===== src/rtl/unidade_controle.sv =====
// rtl/unidade_controle.sv - fetch/decode/execute sequencer for the 8-bit simple processor
//
// Owns the program counter and instruction register, reads instructions from a
// 16x8 synchronous RAM and drives the datapath strobes for registers A/B, the
// ULA and the RAM write port.
//
// Ports:
//   clock       rising-edge system clock
//   reset_n     asynchronous active-low reset
//   start       run request, honoured only in IDLE or HALT
//   mem_rdata   RAM read data (valid the cycle after mem_addr)
//   a_zero      datapath register A == 0
//   mem_addr    RAM address
//   mem_we      RAM write enable (data is register A)
//   alu_opcode  ULA opcode, IR[3:0]
//   alu_enable  ULA enable
//   ld_a, ld_b  register load strobes
//   sel_a       A source: 0 = mem_rdata, 1 = ULA result
//   pc          program counter
//   busy        high outside IDLE and HALT
//   halted      high in HALT
module unidade_controle (
  input  logic       clock,
  input  logic       reset_n,
  input  logic       start,
  input  logic [7:0] mem_rdata,
  input  logic       a_zero,
  output logic [3:0] mem_addr,
  output logic       mem_we,
  output logic [3:0] alu_opcode,
  output logic       alu_enable,
  output logic       ld_a,
  output logic       ld_b,
  output logic       sel_a,
  output logic [3:0] pc,
  output logic       busy,
  output logic       halted
);

  typedef enum logic [2:0] {
    IDLE   = 3'd0,
    FETCH  = 3'd1,
    DECODE = 3'd2,
    EXEC   = 3'd3,
    LOAD   = 3'd4,
    ALUWB  = 3'd5,
    HALT   = 3'd6
  } state_t;

  localparam logic [3:0] OP_LDA = 4'h1;
  localparam logic [3:0] OP_LDB = 4'h2;
  localparam logic [3:0] OP_STA = 4'h3;
  localparam logic [3:0] OP_JMP = 4'h5;
  localparam logic [3:0] OP_JZ  = 4'h6;
  localparam logic [3:0] OP_HLT = 4'hF;

  state_t     state, state_nx;
  logic [7:0] ir, ir_nx;
  logic [3:0] pc_nx;
  logic [3:0] opcode;
  logic [3:0] operand;
  logic       is_alu;

  assign opcode     = ir[3:0];
  assign operand    = ir[7:4];
  // 0x8..0xE are ULA ops; 0xF shares bit 3 but is HLT.
  assign is_alu     = opcode[3] && (opcode != OP_HLT);
  assign alu_opcode = opcode;
  assign busy       = (state != IDLE) && (state != HALT);
  assign halted     = (state == HALT);

  always_ff @(posedge clock or negedge reset_n) begin
    if (!reset_n) begin
      state <= IDLE;
      pc    <= 4'h0;
      ir    <= 8'h00;
    end else begin
      state <= state_nx;
      pc    <= pc_nx;
      ir    <= ir_nx;
    end
  end

  // Strobes are pure decodes of the state register, so an asynchronous reset
  // drops them immediately and no write-back completes.
  always_comb begin
    state_nx   = state;
    pc_nx      = pc;
    ir_nx      = ir;
    mem_addr   = 4'h0;
    mem_we     = 1'b0;
    alu_enable = 1'b0;
    ld_a       = 1'b0;
    ld_b       = 1'b0;
    sel_a      = 1'b0;
    case (state)
      IDLE, HALT: begin
        if (start) begin
          pc_nx    = 4'h0;
          state_nx = FETCH;
        end
      end
      FETCH: begin
        mem_addr = pc;
        state_nx = DECODE;
      end
      DECODE: begin
        ir_nx    = mem_rdata;
        pc_nx    = pc + 4'h1;
        state_nx = EXEC;
      end
      EXEC: begin
        // Operand address goes out for every opcode so LOAD sees the data.
        mem_addr = operand;
        state_nx = FETCH;
        if (is_alu) begin
          alu_enable = 1'b1;
          state_nx   = ALUWB;
        end else begin
          case (opcode)
            OP_LDA, OP_LDB: state_nx = LOAD;
            OP_STA:         mem_we   = 1'b1;
            OP_JMP:         pc_nx    = operand;
            OP_JZ:          if (a_zero) pc_nx = operand;
            OP_HLT:         state_nx = HALT;
            default:        state_nx = FETCH;
          endcase
        end
      end
      LOAD: begin
        ld_a     = (opcode == OP_LDA);
        ld_b     = (opcode == OP_LDB);
        state_nx = FETCH;
      end
      ALUWB: begin
        alu_enable = 1'b1;
        sel_a      = 1'b1;
        ld_a       = 1'b1;
        state_nx   = FETCH;
      end
      default: state_nx = IDLE;
    endcase
  end

endmodule


===== config.mk =====
export PLATFORM = sky130hd
export DESIGN_NAME = unidade_controle
export DESIGN_NICKNAME = d
export VERILOG_FILES = /design/src/rtl/unidade_controle.sv
export SDC_FILE = /design/constraint.sdc
export NUM_CORES = 1
export LEC_CHECK = 0
export ABC_AREA = 1
export BUFFER_PORTS_ARGS = -buffer_cell sky130_fd_sc_hd__buf_2
export CORE_UTILIZATION = 35
export DETAILED_ROUTE_END_ITERATION = 10
export PLACE_DENSITY = 0.61
export SYNTH_ARGS = -nofsm -noshare
export SYNTH_HDL_FRONTEND = slang
export SYNTH_SLANG_ARGS = --single-unit

===== constraint.sdc =====
create_clock -name clock -period 1.18 [get_ports clock]
set_input_delay 0.059 -clock clock [delete_from_list [all_inputs] [get_ports clock]]
set_output_delay 0.059 -clock clock [all_outputs]
set_load 0.01 [all_outputs]

**Word-level counts from Yosys, hierarchy flattened**

Cells that the tools add are included.

- Input bits: 12
- Logic and storage cells: 49
- Flip-flop bits (word level): 15
- Memories: 0
- Bits in latches: 0
- RAM bits: 0
- Bits in read-only memories: 0

- Reduce and logical (&&, ||, !) cells: 9
- Order comparisons: 0
- Add/subtract/negate cells: 1
- Div/mod/pow operators: 0
- Bitwise operators: 0
- Eq/ne operators: 18
- Multiplexer cells: 18
- Multiply operators: 0
- Shift-type cells: 0

Operators with widths:

| cell | number |
|---|---|
| one-hot mux 4 bit (2 select lines) | 2 |
| one-hot mux 3 bit (5 select lines) | 1 |
| 2-to-1 mux 4 bit | 3 |
| one-hot mux 4 bit (3 select lines) | 1 |
| equality test 3 bit, second input constant | 3 |
| equality test 4 x 2 -> 1 bit, second input constant | 2 |
| equality test 4 x 3 -> 1 bit, second input constant | 2 |
| equality test 3 x 2 -> 1 bit, second input constant | 2 |
| 2-to-1 mux 1 bit | 6 |
| 2-to-1 mux 3 bit | 2 |
| != test 3 bit, second input constant | 2 |
| one-hot mux 3 bit (2 select lines) | 1 |
| nonzero test 3 bit | 2 |
| OR reduction 2 bit | 3 |
| AND reduction 5 bit | 1 |
| adder 4 x 1 -> 4 bit, second input constant | 1 |
| equality test 4 x 1 -> 1 bit, second input constant | 1 |
| equality test 4 bit, second input constant | 1 |
| != test 2 bit, second input constant | 2 |
| != test 4 bit, second input constant | 1 |
| one-hot mux 1 bit (2 select lines) | 2 |
| equality test 3 x 1 -> 1 bit, second input constant | 1 |
| zero test 3 bit | 1 |
| != test 3 x 2 -> 1 bit, second input constant | 1 |
| logical AND 1 bit | 2 |

**Longest topological paths before layout**

- Word-level depth: 5
- Depth in mapped cells: 9
- Mapped depth without buffers: 9

**Worst setup path before layout**

Ideal clock, no wire load.

- Path kind: register to register
- Start: reg state[0]
- End: reg pc[0]
- Slack: 0.001 ns
- Path buffers: 0
- Data arrival time: 1.114 ns
- Library setup time: 0.065 ns
- Stages on the path, launching flop included: 10
- Path through: dfrtp_1 -> inv_2 -> nand2_4 -> nand2_2 -> nand2_2 -> nor2_4 -> inv_2 -> nand3_2 -> nand2_1 -> nand2_1

- Longest elaborated chain between the ends: 4
- Elaborated cells on any way between the ends: 12
- Those cells by class: 7 x eq/ne; 1 x mux; 4 x reduce/logical

Ends and longest elaborated chain:

| what | line | RTL |
|---|---|---|
| from (decl) | 57 | `state_t state, state_nx;` |
| from (signal assigned) | 78 | `state <= state_nx;` |
| equality test 3 bit or zero test 3 bit (tied branches) | 96 | `case (state)` |
| OR reduction 2 bit | 96 |  |
| != test 2 bit (no source line) or nonzero test 3 bit (tied branches) | n/a |  |
| AND reduction 5 bit (no source line) | n/a |  |
| to (signal assigned) | 79 | `pc <= pc_nx;` |
| to (decl) | 35 | `output logic [3:0] pc,` |

Several ways; a longest one is shown, not always the timed one.
A chain may end at the register's enable or synchronous reset.

**Final worst setup path**

- Start: reg state[2]
- End: reg pc[0]

The elaborated chain is that of the path after synthesis.

==> summary.md <==
| Metric | Value |
|---|---|
| Fin crit period | `1.49 ns` |
| # DRC | `0` |
| Area leader, netlist | `dfrtp_1` |
| Final GP Congestion | `0.897` |
| Starting density of the core | `38.2%` |
| Family with the most delay on the worst path | `flip-flops` |
| Status | `complete, but fails checks` |
| Initial antenna violation count | `0` |
| Dpl cell area | `0.00129 sq mm` |
| Layout cells sized above 1 | `54.5%` |
| Total GRT Usage | `21.3%` |
| Max-Cap Viols | `0` |
| P per Cell Area | `2860 mW/mm^2` |
| Layout Utilization | `66.7%` |
| Area grow syn2layout | `74.4%` |
| Max Slew Vio Count | `0` |
| Max frequency | `671 MHz` |
| CTS Buf Count | `3` |
| Largest net degree at the start of global routing | `16` |
| Critical Path AT | `1.71 ns` |
| WP buf/inv | `2` |
| Root Driver | `clkbuf_4` |
| Drt pass-1 iters | `4` |
| LEAKAGE | `0.876 nW` |
| IR drop worst, VDD | `1680 uV` |
| CP startpoint | `state[2]` |
| Leading post-synthesis cells by cell area | `dfrtp_1 (39%), nand2_1 (14%), o21ai_0 (7.7%)` |
| CP startpoint kind | `flip-flop` |
| Final WS setup | `-0.311 ns` |
| CP endpoint kind | `flip-flop` |
| Gate Count Post-Synth | `132` |
| Period utilization | `126%` |
| WP data required | `1.40 ns` |
| Hold Slack | `0.0925 ns` |
| Slowest-stage cell, CP | `dfrtp_2` |
| Core box area | `0.00254 sq mm` |
| Reg2Reg Launch Point | `state[2]` |
| Mapped Area | `973 sq um` |
| Die X | `54.7 um` |
| Post-synthesis sequential area ratio | `38.6%` |
| I/O pins | `31` |
| Crit Path Category | `reg2reg` |
| Slew margin rel. | `76.8%` |
| Clock Skew | `0.00574 ns` |
| DP HPWL | `1.95 mm` |
| Failing checks | `negative setup slack` |
| First-pass GRT wire length | `4.49 mm` |
| Detailed-route via count | `1157` |
| Clock input transition at the sequential cells of the worst setup and hold paths | `0.09 ns` |
| Final wirelength | `3.09 mm` |
| Gr ovfl total | `0` |
| RR Endpoint | `pc[0]` |
| Netlist cell types | `25` |
| Per-cell routed wire length | `12.9 um` |
| Final hold vios | `0` |
| Post-Synthesis Net Count | `145` |
| Vias per cell | `4.84` |
| Reg2reg setup slack | `-0.31 ns` |
| Clk_lat worst skew | `0.28 ns` |
| Post-synthesis register bit count | `15` |
| Antenna diodes | `0` |
| Die area | `0.00300 sq mm` |
| Crit-path most repeated cell | `buf_4` |
| Final instance area | `0.00170 sq mm` |
| Commonest non-fill, non-tap cell in the layout | `buf_4` |
| Finish-stage setup viols | `26` |
| DR iter-0 viols | `24` |
| Syn Area/Cell | `7.37 sq um` |
| Share of the synthesized area in the top cell type | `38.6%` |
| Final antenna-violating net count | `0` |
| RSZ-0062 raised after global routing | `yes` |
| Crit-path max FO | `4` |
| Final net count | `223` |
| Worst slew pin tran | `0.349 ns` |
| Critical path endpoint | `pc[0]` |
| Warnings, synthesis | `0` |
| Worst-path cell chain | `buf_4 > buf_4 > a21oi_1 > nand2_2 > nor2_4 > nand3_1 > nand2_1` |
| Worst Hold Class | `in2reg` |
| Setup WS pre-CTS | `-0.166 ns` |
| Die Height | `54.7 um` |
| Critical Path Stages | `7` |
| Clock Sinks | `15` |
| Port-buffer cells | `30` |
| CTS tree | `built` |
| Max incr delay on CP | `0.46 ns` |
| Commonest non-fill, non-tap cells in the layout | `buf_4 (31), buf_2 (28), nand2_1 (27)` |
| Vias in the first global route | `1071` |
| Htree depth | `1` |
| Pwr Total | `0.00485 W` |
| R2R depth | `7` |
| Maximum clock path buffer count | `2` |
| Row count | `18` |
[worst min-delay path by stage]
stage,startpoint,end,slack [ns],cells after the start
3_5_place_dp,reset_n,ir[0],-0.01,1
5_1_grt,start,state[2],0.1,4
6_report,start,state[2],0.09,4
2_1_floorplan,reset_n,ir[0],-0.24,0
4_1_cts,start,state[2],0.08,4
3_3_place_gp,reset_n,ir[0],-0.02,1
[per-stage QoR]
step	setup TNS (ns)	cells
floorplan	0	132
global placement	-1.37	209
detailed placement	-1.93	209
CTS	-4.33	234
global route	-6.73	239
finish	-4.77	239
[repair_timing]
item,in CTS,in global routing
endpoints found under the hold margin,23,0
hold buffers,9,0
buffers inserted,11,5
pin swaps,5,5
gates cloned,1,1
gates resized for setup,23,36
setup endpoints to repair,26,27
[cell usage after synthesis (all sizes together)]
| master | number |
|---|---|
| a21oi | 3 |
| buf | 7 |
| dfrtp | 15 |
| ha | 1 |
| inv | 14 |
| nand2 | 39 |
| nand3 | 15 |
| nand3b | 1 |
| nor2 | 13 |
| nor4 | 1 |
| o2111ai | 1 |
| o21ai | 18 |
| o21bai | 1 |
| o22ai | 2 |
| xnor2 | 1 |
[where the power goes]
part           internal (W)  switching [W]  total (W)  leakage, nW
Combinational       0.00171        0.00184    0.00354        0.675
Sequential         0.000758       0.000248    0.00101        0.186
Clock              0.000131       0.000168   0.000299       0.0150
Total               0.00260        0.00225    0.00485        0.876
[tightest hold or removal path: cells and delay by family]
family / cells / cell delay (ns)
buffers and inverters: 1 / 0.10
AND/OR/NAND/NOR: 2 / 0.13
AO/OA/AOI/OAI: 1 / 0.06
[kinds of logic (layout without fill, tap and decap cells)]
| group | Yosys count | count (layout) | synth area share (%) |
|---|---|---|---|
| fa+ha+maj | 1 | 1 | 1.29 |
| xor+xnor | 1 | 1 | 0.900 |
| buf+inv | 21 | 97 | 11.2 |
| simple gates | 69 | 70 | 34.3 |
| compound gates | 25 | 25 | 13.8 |
| flops | 15 | 15 | 38.6 |
[layer usage]
layer  vias to the layer above  GRT usage, %  wire [um]
li1                        585             -          -
met1                       528          26.0       1280
met2                        36          37.1       1650
met3                         8          3.33        110
met4                         0          7.69         46
met5                         -             0          0
[state kept, by name (all words and copies together), names as in the netlist]
name   count
ir         8
pc         4
state      3
[cell type report]
class	count	area, sq um
flip-flops and latches	15	379
fillers	213	847
repair buffers	79	587
multi-input cells	97	613
inverters	14	55.1
clock buffers	4	26.3
well taps	30	37.5
(Power assumes the default switching activity.)
